===== config.mk =====
export PLATFORM = sky130hd
export DESIGN_NAME = sky130_sram_1rw1r_arb_ctrl_flat
export DESIGN_NICKNAME = d
export VERILOG_FILES = /design/src/rtl/sky130_sram_1rw1r_arb_ctrl_pkg.sv /design/src/rtl/sky130_sram_1rw1r_arb_ctrl_if.sv /design/src/rtl/sky130_sram_1rw1r_arb_ctrl_rr_arb2.sv /design/src/rtl/sky130_sram_1rw1r_arb_ctrl.sv /design/src/flat_wrapper.sv
export SDC_FILE = /design/constraint.sdc
export NUM_CORES = 1
export LEC_CHECK = 0
export BUFFER_PORTS_ARGS = -buffer_cell sky130_fd_sc_hd__buf_2
export CAP_MARGIN = 30
export CELL_PAD_IN_SITES_DETAIL_PLACEMENT = 0
export CELL_PAD_IN_SITES_GLOBAL_PLACEMENT = 1
export CORE_AREA = 2 2 279 281
export CTS_CLUSTER_DIAMETER = 150
export CTS_CLUSTER_SIZE = 10
export DETAILED_ROUTE_END_ITERATION = 10
export DIE_AREA = 0 0 281 283
export PLACE_DENSITY_LB_ADDON = 0.1
export SLEW_MARGIN = 20
export SYNTH_ARGS = -nofsm -noshare
export SYNTH_HDL_FRONTEND = slang
export SYNTH_SLANG_ARGS = --single-unit

===== constraint.sdc =====
create_clock -name clk -period 2.9 [get_ports clk]
set_clock_uncertainty 0.05 [all_clocks]
set_input_delay 0.87 -clock clk [delete_from_list [all_inputs] [get_ports clk]]
set_output_delay 0.87 -clock clk [all_outputs]
set_load 0.1 [all_outputs]

===== src/rtl/sky130_sram_1rw1r_arb_ctrl_pkg.sv =====
// Shared definitions for the sky130 1rw1r SRAM front-end controller.
package sky130_sram_1rw1r_arb_ctrl_pkg;

   localparam int DEF_DATA_WIDTH = 80;
   localparam int DEF_ADDR_WIDTH = 6;
   localparam int DEF_NUM_WMASKS = DEF_DATA_WIDTH / 8;

   // Owner of an outstanding port-0 read.
   typedef enum logic {
      OWNER_M0 = 1'b0,
      OWNER_M1 = 1'b1
   } owner_e;

   // Map a one-hot port-0 grant to the owner of the transfer.
   function automatic owner_e owner_of(input logic [1:0] gnt);
      return gnt[1] ? OWNER_M1 : OWNER_M0;
   endfunction

endpackage


===== src/rtl/sky130_sram_1rw1r_arb_ctrl_if.sv =====
// Requester-side bundles: a read/write requester (port 0 sharers) and a
// read-only requester (port 1).
interface sky130_sram_1rw1r_arb_ctrl_rw_if #(
   parameter int DW = 80,
   parameter int AW = 6,
   parameter int MW = 10
);
   logic          valid;
   logic          ready;
   logic          we;
   logic [MW-1:0] wmask;
   logic [AW-1:0] addr;
   logic [DW-1:0] wdata;
   logic          rvalid;
   logic [DW-1:0] rdata;

   modport master (output valid, we, wmask, addr, wdata,
                   input  ready, rvalid, rdata);
   modport slave  (input  valid, we, wmask, addr, wdata,
                   output ready, rvalid, rdata);
endinterface

interface sky130_sram_1rw1r_arb_ctrl_rd_if #(
   parameter int DW = 80,
   parameter int AW = 6
);
   logic          valid;
   logic          ready;
   logic [AW-1:0] addr;
   logic          rvalid;
   logic [DW-1:0] rdata;

   modport master (output valid, addr, input ready, rvalid, rdata);
   modport slave  (input valid, addr, output ready, rvalid, rdata);
endinterface


===== src/rtl/sky130_sram_1rw1r_arb_ctrl_rr_arb2.sv =====
// Two-way round-robin arbiter. The pointer names the requester that wins
// the next tie and moves to the loser after every grant.
module sram_rr_arb2 (
   input  logic       clk,
   input  logic       rst_n,
   input  logic [1:0] i_req,
   output logic [1:0] o_gnt
);

   logic r_ptr;

   assign o_gnt[0] = i_req[0] & (~i_req[1] | ~r_ptr);
   assign o_gnt[1] = i_req[1] & (~i_req[0] |  r_ptr);

   // Pointer update: hand priority to the requester that did not win.
   always_ff @(posedge clk or negedge rst_n) begin
      if (!rst_n) begin
         r_ptr <= 1'b0;
      end else if (|o_gnt) begin
         r_ptr <= o_gnt[0];
      end
   end

endmodule


===== src/rtl/sky130_sram_1rw1r_arb_ctrl.sv =====
// Front end for one sky130 OpenRAM 1rw1r macro: M0/M1 share port 0 via
// round-robin, M2 owns port 1 and stalls on a same-address port-0 write.
module sky130_sram_1rw1r_arb_ctrl
   import sky130_sram_1rw1r_arb_ctrl_pkg::*;
#(
   parameter int DATA_WIDTH = DEF_DATA_WIDTH,
   parameter int ADDR_WIDTH = DEF_ADDR_WIDTH,
   parameter int NUM_WMASKS = DEF_NUM_WMASKS
) (
   input  logic                  clk,
   input  logic                  rst_n,
   sky130_sram_1rw1r_arb_ctrl_rw_if.slave m0,
   sky130_sram_1rw1r_arb_ctrl_rw_if.slave m1,
   sky130_sram_1rw1r_arb_ctrl_rd_if.slave m2,
   output logic                  sram_csb0,
   output logic                  sram_web0,
   output logic [NUM_WMASKS-1:0] sram_wmask0,
   output logic [ADDR_WIDTH-1:0] sram_addr0,
   output logic [DATA_WIDTH-1:0] sram_din0,
   input  logic [DATA_WIDTH-1:0] sram_dout0,
   output logic                  sram_csb1,
   output logic [ADDR_WIDTH-1:0] sram_addr1,
   input  logic [DATA_WIDTH-1:0] sram_dout1
);

   logic [1:0]            w_req;
   logic [1:0]            w_gnt;
   logic                  w_gnt_any;
   owner_e                w_sel;
   logic                  w_we_sel;
   logic [ADDR_WIDTH-1:0] w_addr_sel;
   logic                  w_wr_gnt;
   logic                  w_rd_gnt;
   logic                  w_m2_acc;

   logic                  r_rd_pend0;
   owner_e                r_rd_owner0;
   logic                  r_rd_pend2;

   // Requests are masked while in reset so the macro stays deselected.
   assign w_req = {m1.valid & rst_n, m0.valid & rst_n};

   sram_rr_arb2 u_arb (
      .clk   (clk),
      .rst_n (rst_n),
      .i_req (w_req),
      .o_gnt (w_gnt)
   );

   assign w_gnt_any  = |w_gnt;
   assign w_sel      = owner_of(w_gnt);
   assign w_we_sel   = (w_sel == OWNER_M1) ? m1.we   : m0.we;
   assign w_addr_sel = (w_sel == OWNER_M1) ? m1.addr : m0.addr;
   assign w_wr_gnt   = w_gnt_any &  w_we_sel;
   assign w_rd_gnt   = w_gnt_any & ~w_we_sel;

   assign m0.ready = w_gnt[0];
   assign m1.ready = w_gnt[1];

   // Port-0 macro drive from the granted requester; idle values otherwise.
   always_comb begin
      sram_csb0   = 1'b1;
      sram_web0   = 1'b1;
      sram_wmask0 = '0;
      sram_addr0  = '0;
      sram_din0   = '0;
      if (w_gnt_any) begin
         sram_csb0  = 1'b0;
         sram_web0  = ~w_we_sel;
         sram_addr0 = w_addr_sel;
         if (w_sel == OWNER_M1) begin
            sram_din0   = m1.wdata;
            sram_wmask0 = m1.we ? m1.wmask : '0;
         end else begin
            sram_din0   = m0.wdata;
            sram_wmask0 = m0.we ? m0.wmask : '0;
         end
      end
   end

   // M2 waits a cycle when port 0 writes the same word, so it never sees
   // the macro's undefined read-during-write result.
   assign w_m2_acc   = rst_n & m2.valid & ~(w_wr_gnt && (m2.addr == w_addr_sel));
   assign m2.ready   = w_m2_acc;
   assign sram_csb1  = ~w_m2_acc;
   assign sram_addr1 = w_m2_acc ? m2.addr : '0;

   // Remember who owns the read data arriving next cycle on each port.
   always_ff @(posedge clk or negedge rst_n) begin
      if (!rst_n) begin
         r_rd_pend0  <= 1'b0;
         r_rd_owner0 <= OWNER_M0;
         r_rd_pend2  <= 1'b0;
      end else begin
         r_rd_pend0 <= w_rd_gnt;
         r_rd_pend2 <= w_m2_acc;
         if (w_rd_gnt) begin
            r_rd_owner0 <= w_sel;
         end
      end
   end

   assign m0.rvalid = r_rd_pend0 & (r_rd_owner0 == OWNER_M0);
   assign m1.rvalid = r_rd_pend0 & (r_rd_owner0 == OWNER_M1);
   assign m0.rdata  = sram_dout0;
   assign m1.rdata  = sram_dout0;
   assign m2.rvalid = r_rd_pend2;
   assign m2.rdata  = sram_dout1;

endmodule


===== src/flat_wrapper.sv =====
// flat-port wrapper written by rule: the top's interface ports become plain ports
module sky130_sram_1rw1r_arb_ctrl_flat import sky130_sram_1rw1r_arb_ctrl_pkg::*;
#(
   parameter int DATA_WIDTH = DEF_DATA_WIDTH,
   parameter int ADDR_WIDTH = DEF_ADDR_WIDTH,
   parameter int NUM_WMASKS = DEF_NUM_WMASKS
)
  (clk, rst_n, sram_csb0, sram_web0, sram_wmask0, sram_addr0, sram_din0, sram_dout0, sram_csb1, sram_addr1, sram_dout1, m0_valid, m0_we, m0_wmask, m0_addr, m0_wdata, m0_ready, m0_rvalid, m0_rdata, m1_valid, m1_we, m1_wmask, m1_addr, m1_wdata, m1_ready, m1_rvalid, m1_rdata, m2_valid, m2_addr, m2_ready, m2_rvalid, m2_rdata);
  sky130_sram_1rw1r_arb_ctrl_rw_if #(.DW((80)), .AW((6)), .MW((10))) m0_i ();
  sky130_sram_1rw1r_arb_ctrl_rw_if #(.DW((80)), .AW((6)), .MW((10))) m1_i ();
  sky130_sram_1rw1r_arb_ctrl_rd_if #(.DW((80)), .AW((6))) m2_i ();
  input  logic clk;
  input  logic rst_n;
  output logic sram_csb0;
  output logic sram_web0;
  output logic [NUM_WMASKS-1:0] sram_wmask0;
  output logic [ADDR_WIDTH-1:0] sram_addr0;
  output logic [DATA_WIDTH-1:0] sram_din0;
  input  logic [DATA_WIDTH-1:0] sram_dout0;
  output logic sram_csb1;
  output logic [ADDR_WIDTH-1:0] sram_addr1;
  input  logic [DATA_WIDTH-1:0] sram_dout1;
  input wire logic [$bits(m0_i.valid)-1:0] m0_valid;
  input wire logic [$bits(m0_i.we)-1:0] m0_we;
  input wire logic [$bits(m0_i.wmask)-1:0] m0_wmask;
  input wire logic [$bits(m0_i.addr)-1:0] m0_addr;
  input wire logic [$bits(m0_i.wdata)-1:0] m0_wdata;
  output wire logic [$bits(m0_i.ready)-1:0] m0_ready;
  output wire logic [$bits(m0_i.rvalid)-1:0] m0_rvalid;
  output wire logic [$bits(m0_i.rdata)-1:0] m0_rdata;
  input wire logic [$bits(m1_i.valid)-1:0] m1_valid;
  input wire logic [$bits(m1_i.we)-1:0] m1_we;
  input wire logic [$bits(m1_i.wmask)-1:0] m1_wmask;
  input wire logic [$bits(m1_i.addr)-1:0] m1_addr;
  input wire logic [$bits(m1_i.wdata)-1:0] m1_wdata;
  output wire logic [$bits(m1_i.ready)-1:0] m1_ready;
  output wire logic [$bits(m1_i.rvalid)-1:0] m1_rvalid;
  output wire logic [$bits(m1_i.rdata)-1:0] m1_rdata;
  input wire logic [$bits(m2_i.valid)-1:0] m2_valid;
  input wire logic [$bits(m2_i.addr)-1:0] m2_addr;
  output wire logic [$bits(m2_i.ready)-1:0] m2_ready;
  output wire logic [$bits(m2_i.rvalid)-1:0] m2_rvalid;
  output wire logic [$bits(m2_i.rdata)-1:0] m2_rdata;
  assign m0_i.valid = m0_valid;
  assign m0_i.we = m0_we;
  assign m0_i.wmask = m0_wmask;
  assign m0_i.addr = m0_addr;
  assign m0_i.wdata = m0_wdata;
  assign m0_ready = m0_i.ready;
  assign m0_rvalid = m0_i.rvalid;
  assign m0_rdata = m0_i.rdata;
  assign m1_i.valid = m1_valid;
  assign m1_i.we = m1_we;
  assign m1_i.wmask = m1_wmask;
  assign m1_i.addr = m1_addr;
  assign m1_i.wdata = m1_wdata;
  assign m1_ready = m1_i.ready;
  assign m1_rvalid = m1_i.rvalid;
  assign m1_rdata = m1_i.rdata;
  assign m2_i.valid = m2_valid;
  assign m2_i.addr = m2_addr;
  assign m2_ready = m2_i.ready;
  assign m2_rvalid = m2_i.rvalid;
  assign m2_rdata = m2_i.rdata;
  sky130_sram_1rw1r_arb_ctrl #(.DATA_WIDTH(DATA_WIDTH), .ADDR_WIDTH(ADDR_WIDTH), .NUM_WMASKS(NUM_WMASKS)) u_core (.clk(clk), .rst_n(rst_n), .m0(m0_i), .m1(m1_i), .m2(m2_i), .sram_csb0(sram_csb0), .sram_web0(sram_web0), .sram_wmask0(sram_wmask0), .sram_addr0(sram_addr0), .sram_din0(sram_din0), .sram_dout0(sram_dout0), .sram_csb1(sram_csb1), .sram_addr1(sram_addr1), .sram_dout1(sram_dout1));
endmodule

==> summary.md <==
| Metric | Value |
|---|---|
| Core ar. | 76700 um^2 |
| R2r setup slk | 1.02 ns |
| H-tree depth | 1 |
| Hold Path Class | input pin to asynchronous set/reset pin |
| Leak | 3.45 nW |
| Placed Instances | 1765 |
| Final setup fails | about 110 |
| CP required | 1.98 ns |
| Cts hold-fix bufs | 0 |
| Crit-path most repeated cell | buf_12 |
| Worst Setup End Kind | output pin |
| Initial antenna violation count | 4 |
| Die area | 79500 um^2 |
| Average vias per placed instance | approximately 2.4 |
| Crit path max fanout | 7 |
| DP Wirelength | 20.8 mm |
| Synth warn | 0 |
| WP depth | 9 |
| Iter 0 DRT Violations | between 60 and 70 |
| Power per cell area | between 200 and 300 nW/um^2 |
| Post-detailed-route count of antenna-violating nets | 0 |
| R2r worst-path depth | 7 |
| Root Buffer | clkbuf_16 |
| Delay-heaviest family, CP | buffers and inverters |
| Chip Height | roughly 280 um |
| Final hold vios | 0 |
| Fill cells | ~8800 |
| Worst setup endpoint | m2_ready |
| Syn_nets | 979 |
| Synth Instances | 614 |
| Max VDD drop | a little over 100 uV |
| Run status | finished with violations |
| P&R area growth vs syn | 152% |
| CTS tree | yes |
| Slowest stage cell on the critical path | and2_4 |
| Final period utilization | 111% |
| Tot GR Track Use | 5.94% |
| Die X | 281 um |
| Critical path launch point | m1_valid |
| Synth Cell Area | approximately 3600 um^2 |
| Routed WL | 26.0 mm |
| Slew margin rel. | 66.0% |
| WP buf/inv | 4 |
| Vias after detailed routing | 4320 |
| Sink Count | 4 |
| Worst EP arrival | approximately 2.3 ns |
| Worst slew pin tran | 0.513 ns |
| Initial DRT Pass Iterations | 4 |
| Max Cap Viol | 0 |
| Io pins | 716 |
| Crit-path max cell delay | 0.19 ns |
| Synthesized area per cell | ~5.9 um^2 |
| First-pass GRT wire length | 34.9 mm |
| Largest net degree at the start of global routing | 34 |
| Final core utilization | 11.9% |
| GRT Residual Overflow | 0 |
| Clock Latency Late Sink | between 0.2 and 0.25 ns |
| Avg WL per Cell | 14.5 um |
| Gpl congestion | about 0.64 |
| Row cnt | 102 |
| CP cell instances | buf_8, and2_4, nand2_4, buf_12, mux2i_4, o211a_4, buf_6, a21boi_4, buf_12 |
| Synth cell types | 32 |
| DRC viols | 0 |
| Vias in the first global route | 4805 |
| Failing checks | negative setup slack |
| RSZ-0062 raised after global routing | true |
| CTS clock-pin slew for the worst setup and hold paths | 0.04 ns |
| Pins over their slew limit | 0 |
| Part of the Yosys area used for sequential elements | 2.77% |
| FF-to-FF End | u_core.r_rd_owner0$_DFFE_PN0P_ |
| FMAX | 311 MHz |
| R2R Path Start | u_core.u_arb.r_ptr$_DFFE_PN0P_ |
| Num CTS Buffers | 3 |
| Pre-CTS setup slack | -0.463 ns |
| Layout cells sized above 1 | 77.1% |
| Max clock buf depth | 2 |
| Fin crit period | 3.21 ns |
| Crit path kind | input pin to output pin |
| Initial core utilization | between 4 and 5% |
| # port buffers | 315 |
| Flops & latches, synth | 4 |
| Nets@finish | 1123 |
| Non-Filler Instances | 1797 |
| Hold slack | ~0.49 ns |
| CP Launch Type | input pin |
| Fin worst setup slack | -0.312 ns |
cell usage after synthesis:
cell | number | share of area (%)
and2_2 | 1 | 0.21
xnor2_1 | 6 | 1.5
nand2_2 | 1 | 0.17
nor2b_1 | 3 | 0.52
inv_2 | 1 | 0.10
nor4_4 | 1 | 0.59
nor2_1 | 1 | 0.10
clkbuf_1 | 15 | 1.6
nand3_2 | 1 | 0.28
dfrtp_1 | 4 | 2.8
nand2_1 | 173 | 18
a21boi_0 | 1 | 0.21
a21o_1 | 1 | 0.21
a21boi_1 | 1 | 0.21
a21oi_1 | 103 | 14
and3_4 | 1 | 0.31
buf_1 | 2 | 0.21
o22ai_1 | 1 | 0.17
buf_2 | 16 | 2.2
a211oi_1 | 1 | 0.21
buf_4 | 240 | 50
nand2b_1 | 1 | 0.17
o21ai_1 | 3 | 0.41
nand3_1 | 21 | 2.9
and3_1 | 2 | 0.35
inv_1 | 3 | 0.31
o2111ai_1 | 2 | 0.48
mux2i_1 | 2 | 0.55
o211a_2 | 1 | 0.28
a21bo_1 | 1 | 0.28
a32oi_1 | 1 | 0.24
and2_1 | 3 | 0.52
cell usage in the layout, fill, tap and decap left out, drive strengths merged, types with 3 or more instances in the layout:
master / Yosys / routed
buf: 258 / 405
nand2: 174 / 174
a21oi: 103 / 103
nand3: 22 / 22
clkbuf: 15 / 9
xnor2: 6 / 6
dfrtp: 4 / 4
and2: 4 / 4
inv: 4 / 4
o21ai: 3 / 3
and3: 3 / 3
nor2b: 3 / 3
power by group:
group          switching (mW)  internal (mW)
clock                  0.0421          0.177
combinational            1.26          0.816
sequential            0.00618         0.0622
total                    1.31           1.05
how the worst min path moves through the flow:
stage / start / end
after floorplan: u_core.r_rd_owner0$_DFFE_PN0P_ / u_core.r_rd_owner0$_DFFE_PN0P_
after global placement: u_core.r_rd_owner0$_DFFE_PN0P_ / u_core.r_rd_owner0$_DFFE_PN0P_
after detailed placement: u_core.r_rd_owner0$_DFFE_PN0P_ / u_core.r_rd_owner0$_DFFE_PN0P_
after CTS: rst_n / u_core.m2.rvalid$_DFF_PN0_
after global routing: rst_n / u_core.u_arb.r_ptr$_DFFE_PN0P_
final: rst_n / u_core.u_arb.r_ptr$_DFFE_PN0P_
repair_timing:
item / CTS / global route
setup endpoints to repair: 107 / 106
gates cloned: 4 / 7
pin swaps: 13 / 38
setup buffers: 4 / 16
resized for setup: 56 / 64
worst register-to-register path, cell delays in order, from the launching register on:
cell      delay [ns]
dfrtp_1         0.48
nand2b_4        0.25
nand2_4         0.10
buf_12          0.17
buf_4           0.13
buf_4           0.12
a211oi_1        0.30
o22ai_1         0.13
area by class of cell:
class | count | area, um^2 | share of cell area, %
Multi-Input combinational cell | 333 | 3030 | 33.3
Antenna cell | 1 | 2.50 | 0.0274
Clock buffer | 3 | 75.1 | 0.823
Tap cell | 1040 | 1300 | 14.3
Timing Repair Buffer | 412 | 4590 | 50.3
Sequential cell | 4 | 100 | 1.10
Inverter | 4 | 17.5 | 0.192
layer usage:
layer	routed length, um	vias up	global-route usage (%)
met5	44	-	0
met3	2720	80	2.58
met1	9580	1919	6.23
li1	-	2017	-
met4	1030	6	2.43
met2	12600	298	10.3
cell families (layout without fill, tap and decap cells):
logic type	after synthesis	after routing	synth area share, %
buffers and inverters	277	419	54.2
AOI/OAI and AO/OA	116	116	16.9
DFF	4	4	2.77
other	0	1	0
and+or+nand+nor	209	209	24.1
muxes	2	2	0.553
xor gates and xnor gates	6	6	1.45
state kept, by name (all words and copies together) (netlist names):
name                cells
u_core.u_arb.r_ptr      1
u_core.r_rd_owner0      1
u_core.m2.rvalid        1
u_core.r_rd_pend0       1
stage by stage:
step / area, um^2 / TNS [ns] / total power, mW
detailed placement: 8110 / -30.71 / 2.00
CTS: 8550 / -22.35 / 2.31
floorplan: 4890 / -26.29 / 2.76
finish: 9120 / -18.98 / 2.37
global placement: 8110 / -30.13 / 2.01
global route: 9120 / -26.60 / 2.48
(Power assumes the default switching activity.)
